**src/rtl/tube_host_regs.sv**
```systemverilog
// Host-side Tube register pair: a one-byte host-to-parasite latch and a
// parasite-to-host FIFO. PHI2 from the bridge is asynchronous to CLK and is
// resynchronised; host side effects happen on a one-cycle commit pulse.
module tube_host_regs #(
    parameter int DEPTH = 4,
    parameter int AW    = 2
) (
    input  logic       CLK,
    input  logic       RST,
    input  logic       TUBE_CS_B,
    input  logic       TUBE_RNW_B,
    input  logic       TUBE_PHI2,
    input  logic       TUBE_ADR0,
    input  logic [7:0] TUBE_DIN,
    output logic [7:0] TUBE_DOUT,
    output logic       TUBE_DOE,
    input  logic       P_WE,
    input  logic       P_RE,
    input  logic [7:0] P_DIN,
    output logic [7:0] P_DOUT,
    output logic [1:0] P_STAT,
    output logic       P_INT_B,
    output logic       TUBE_INT_B
);

    localparam logic [AW:0] DEPTH_C = (AW+1)'(DEPTH);

    logic          phi2_s1, phi2_s2, phi2_s3;
    logic          commit;
    logic          host_wr_data, host_wr_stat;
    logic          pop, push;
    logic [7:0]    mem [DEPTH];
    logic [AW-1:0] rd_ptr, wr_ptr;
    logic [AW:0]   count, count_nxt;
    logic          h2p_full, h2p_full_nxt;
    logic [7:0]    h2p_data;
    logic          h_irq_en, p_irq_en;
    logic          fifo_not_empty;
    logic [7:0]    head, status;

    // Two flops of metastability protection plus one for falling-edge detect.
    always_ff @(posedge CLK or posedge RST) begin
        if (RST) begin
            phi2_s1 <= 1'b0;
            phi2_s2 <= 1'b0;
            phi2_s3 <= 1'b0;
        end else begin
            phi2_s1 <= TUBE_PHI2;
            phi2_s2 <= phi2_s1;
            phi2_s3 <= phi2_s2;
        end
    end

    // Bridge holds CS/RnW/ADR0/DIN stable past the PHI2 fall, so they are
    // sampled directly in the commit cycle.
    assign commit       = phi2_s3 & ~phi2_s2 & ~TUBE_CS_B;
    assign host_wr_data = commit & ~TUBE_RNW_B &  TUBE_ADR0;
    assign host_wr_stat = commit & ~TUBE_RNW_B & ~TUBE_ADR0;

    assign fifo_not_empty = (count != '0);
    // A pop frees a slot in the same cycle, so a full FIFO still accepts a push.
    assign pop  = commit & TUBE_RNW_B & TUBE_ADR0 & fifo_not_empty;
    assign push = P_WE & ((count != DEPTH_C) | pop);

    // Next-state values feed both the state registers and the P_STAT register.
    always_comb begin
        count_nxt = count;
        if (push && !pop)
            count_nxt = count + 1'b1;
        else if (pop && !push)
            count_nxt = count - 1'b1;
        h2p_full_nxt = h2p_full;
        if (host_wr_data)
            h2p_full_nxt = 1'b1;
        else if (P_RE)
            h2p_full_nxt = 1'b0;
    end

    // FIFO storage; contents are never observed while empty, so no reset.
    always_ff @(posedge CLK) begin
        if (push)
            mem[wr_ptr] <= P_DIN;
    end

    // FIFO pointers and occupancy.
    always_ff @(posedge CLK or posedge RST) begin
        if (RST) begin
            rd_ptr <= '0;
            wr_ptr <= '0;
            count  <= '0;
        end else begin
            if (pop)
                rd_ptr <= rd_ptr + 1'b1;
            if (push)
                wr_ptr <= wr_ptr + 1'b1;
            count <= count_nxt;
        end
    end

    // Host-to-parasite latch and interrupt enables.
    always_ff @(posedge CLK or posedge RST) begin
        if (RST) begin
            h2p_full <= 1'b0;
            h2p_data <= 8'h00;
            h_irq_en <= 1'b0;
            p_irq_en <= 1'b0;
        end else begin
            h2p_full <= h2p_full_nxt;
            if (host_wr_data)
                h2p_data <= TUBE_DIN;
            if (host_wr_stat) begin
                h_irq_en <= TUBE_DIN[0];
                p_irq_en <= TUBE_DIN[1];
            end
        end
    end

    // Registered parasite status and interrupts; interrupts lag state by one CLK.
    always_ff @(posedge CLK or posedge RST) begin
        if (RST) begin
            P_STAT     <= 2'b01;
            TUBE_INT_B <= 1'b1;
            P_INT_B    <= 1'b1;
        end else begin
            P_STAT     <= {h2p_full_nxt, count_nxt != DEPTH_C};
            TUBE_INT_B <= ~(h_irq_en & fifo_not_empty);
            P_INT_B    <= ~(p_irq_en & h2p_full);
        end
    end

    assign P_DOUT = h2p_data;
    assign head   = fifo_not_empty ? mem[rd_ptr] : 8'h00;
    assign status = {fifo_not_empty, ~h2p_full, 4'b0000, p_irq_en, h_irq_en};

    // Read path is combinational so data is valid inside the PHI2-high window.
    assign TUBE_DOE  = ~TUBE_CS_B & TUBE_RNW_B & TUBE_PHI2;
    assign TUBE_DOUT = TUBE_DOE ? (TUBE_ADR0 ? head : status) : 8'h00;

endmodule

```
**config.mk**
```make
export PLATFORM = sky130hd
export DESIGN_NAME = tube_host_regs
export DESIGN_NICKNAME = d
export VERILOG_FILES = /design/src/rtl/tube_host_regs.sv
export SDC_FILE = /design/constraint.sdc
export NUM_CORES = 1
export LEC_CHECK = 0
export ABC_AREA = 1
export CORE_AREA = 8 8 82 84
export DETAILED_ROUTE_END_ITERATION = 12
export DIE_AREA = 0 0 90 92
export GPL_TIMING_DRIVEN = 0
export PLACE_DENSITY = 0.83
export SETUP_SLACK_MARGIN = 0.02
export SYNTH_ARGS = -nofsm -noshare
export SYNTH_HDL_FRONTEND = slang
export SYNTH_SLANG_ARGS = --single-unit
```
**constraint.sdc**
```tcl
create_clock -name CLK -period 1.9 [get_ports CLK]
set_clock_uncertainty 0.05 [all_clocks]
set_input_delay 0.57 -clock CLK [delete_from_list [all_inputs] [get_ports CLK]]
set_output_delay 0.57 -clock CLK [all_outputs]
set_load 0.02 [all_outputs]
```
==> results_dict.tcl <==
set metrics [dict create \
    setup.worst_path.start_class "register" \
    dieArea_um2 8280 \
    clock_sinks 56 \
    ctsHtreeMaxLevel 2 \
    r2r-start "count[0]" \
    synth.avg_cell_area_um2 11.31 \
    pre_cts_ws_ps -1121 \
    die_x_um 90 \
    cp.depth 8 \
    netlist_area_um2 2477 \
    clk_latency_ps 310 \
    cts_hold_buf 0 \
    yosysUniqueCellTypes 27 \
    finalHoldViolations 0 \
    cts-root-buf "clkbuf_8" \
    path_buf_inv 3 \
    yosys-top-cells-area "edfxtp_1 (39%), dfrtp_1 (21%), nand2_1 (4.4%)" \
    slowest_stage "dfrtp_1" \
    worst_slew_pin_slew_ps 889.8 \
    worst-setup-path-type "reg2out" \
    required_ps 1280 \
    num_rows 27 \
    drtPass1Iterations 4 \
    drtAntennaViolNets 0 \
    ff_latch_area_um2 1565 \
    setup.worst_path.start "count[0]" \
    slew_violations 0 \
    grt_pass1_wl_um 8756 \
    r2r-end "mem[2][2]" \
    clockBufferDepth 2 \
    cap_violations 0 \
    r2r_slack_ps 50 \
    antenna_found_initial 0 \
    vias_per_cell 4.884 \
    synth-seq-area-share 0.6318 \
    setup_viol 8 \
    grt_pass1_vias 1860 \
    path_cells "inv_2 -> ha_4 -> nand2_4 -> nand2_4 -> nor2_4 -> inv_4 -> a21oi_4 -> buf_6" \
    cp_max_fo 4 \
    yosys_warnings 0 \
    slew_headroom 0.4062 \
    vias 1773 \
    drt_first_iter_violations 96 \
    tritoncts "built" \
    crit_family "flip-flops" \
    status "finished, violations left" \
    dp.cells 335 \
    multi_input_area_um2 915.9 \
    netlist_instances 219 \
    period_share 1.153 \
    worst_hold_slack_ps 308.6 \
    p_int_w 0.002715 \
    max_freq_ghz 0.4566 \
    fin_nets 321 \
    grt_use_total 0.1317 \
    finalNonFillerCells 363 \
    place_congestion 0.7311 \
    area_growth_pct 39.44 \
    p_per_area_nw_per_um2 1223 \
    cts_buffers 5 \
    syn-num-nets 250 \
    slowest_delay_ps 380 \
    rsz0062_at_grt "yes" \
    final_common_cell "edfxtp_1" \
    drc 0 \
    path_clk_slew_ps 100 \
    crit_end "TUBE_DOUT[4]" \
    synth-seq-cells 56 \
    comb_power_share 0.419 \
    reg2reg_depth 9 \
    crit_top_cell "nand2_4" \
    ioPinCount 45 \
    core_um2 5405 \
    hp-class "reg2reg" \
    worstSetupEndpointType "primary output" \
    drive_gt1_frac 0.3162 \
    yosysTopAreaCellShare 0.3879 \
    final_cell_mix "edfxtp_1 (32), nand2_1 (26), nor2_1 (22)" \
    grt_max_degree 25 \
    wl_um 5468 \
    start_util 0.4583 \
    utilization 0.6391 \
    p_sw_frac 0.3576 \
    synth_top_cell_by_area "edfxtp_1" \
    place_hpwl_um 3696 \
    p_leak_nw 1.492 \
    die_h_um 92 \
    overflow 0 \
    io_buffers 44 \
    critPathArrivalTime_ps 1570 \
    ir_worst_vdd_uv 675.9 \
    routedWlPerCell_um 15.06 \
    setup_slack_ps -290.1 \
    p_clk_frac 0.178 \
    violations "setup timing" \
    switching_power_w 0.001511 \
    diodes 0 \
    period_needed_ps 2190 \
    power_frac_seq 0.403 \
    nFillCells 397 \
]
metrics by stage:
stage	total power (W)	setup TNS (ps)	instance area [um2]
2_1_floorplan	0.002620	0	2532
3_3_place_gp	0.003003	-36430	3063
3_5_place_dp	0.003068	-36780	3063
4_1_cts	0.004161	-1966	3378
5_1_grt	0.004480	-3237	3455
6_report	0.004226	-2106	3455
worst register-to-register path: stages, from the launching register on:
cell	delay [ps]
dfrtp_1	380
inv_2	60
ha_4	170
nand2_4	80
buf_6	100
nand2_4	50
nor2_8	140
o21ai_4	80
buf_12	150
nor2_4	260
area by class of cell:
cell class | instances | share of cell area
tap | 72 | 0.02608
buffer | 6 | 0.01847
timing repair buffer | 63 | 0.1688
inverter | 28 | 0.03477
multi-input combinational | 129 | 0.2651
clock inverter | 3 | 0.01231
clock buffer | 5 | 0.01992
timing repair inverter | 1 | 0.001449
sequential | 56 | 0.4531
flip-flops by register name (all words and copies together) (netlist names):
register,flops
phi2_s1,1
rd_ptr,2
h_irq_en,1
mem,32
P_DOUT,8
count,3
phi2_s2,1
TUBE_INT_B,1
P_INT_B,1
p_irq_en,1
phi2_s3,1
wr_ptr,2
P_STAT,2
synth_stat cells:
cell type  count
nand3_2        3
buf_4          1
o221ai_1       1
inv_1         25
o22ai_1        2
nor2_2         1
clkinv_1       1
mux2_4         5
ha_1           7
nand2_4        2
xor2_1         5
edfxtp_1      32
dfrtp_1       21
nand2_1       29
a21oi_1        6
inv_2          2
o21ai_0       19
dfstp_2        3
nand2_2        2
nor2_1        28
o21ai_4        1
nor2_8         1
nand3_1       15
buf_2          4
mux2_2         1
o31ai_1        1
buf_6          1
how the worst min path moves through the flow:
stage | start | to | slack, ps | depth (start not counted)
6_report | phi2_s1 | phi2_s2 | 310 | 0
5_1_grt | phi2_s1 | phi2_s2 | 320 | 0
4_1_cts | phi2_s1 | phi2_s2 | 310 | 0
3_5_place_dp | phi2_s1 | phi2_s2 | 290 | 0
3_3_place_gp | phi2_s1 | phi2_s2 | 280 | 0
2_1_floorplan | phi2_s1 | phi2_s2 | 280 | 0
power groups by stage:
stage | clock network [W] | logic (W) | registers [W]
global placement | 0 | 0.00129 | 0.00171
detailed placement | 0 | 0.00134 | 0.00172
CTS | 0.000753 | 0.00171 | 0.00170
global route | 0.000809 | 0.00194 | 0.00173
floorplan | 0 | 0.000857 | 0.00176
finish | 0.000752 | 0.00177 | 0.00170
logic make-up after synthesis:
kind of cell / count (synthesis) / synth area share
simple gates: 81 / 0.1535
buf+inv: 34 / 0.05808
mux: 6 / 0.03485
compound gates: 30 / 0.06869
xor+xnor: 5 / 0.01768
fa+ha+maj: 7 / 0.03535
flops: 56 / 0.6318
per-layer routing:
layer  GRT usage  vias up  part of all wire
li1            -      864                 -
met1      0.1446      866              0.42
met2      0.2472       35              0.54
met3     0.02282        8             0.021
met4     0.05132        0             0.019
met5           0        -                 0
repair_timing:
item,CTS,global route
cloned,2,0
gates resized for setup,119,6
pin swaps,10,7
setup buffers,11,8
endpoints found under the setup margin,53,41
Note: power is estimated with default switching activity, not from simulation.
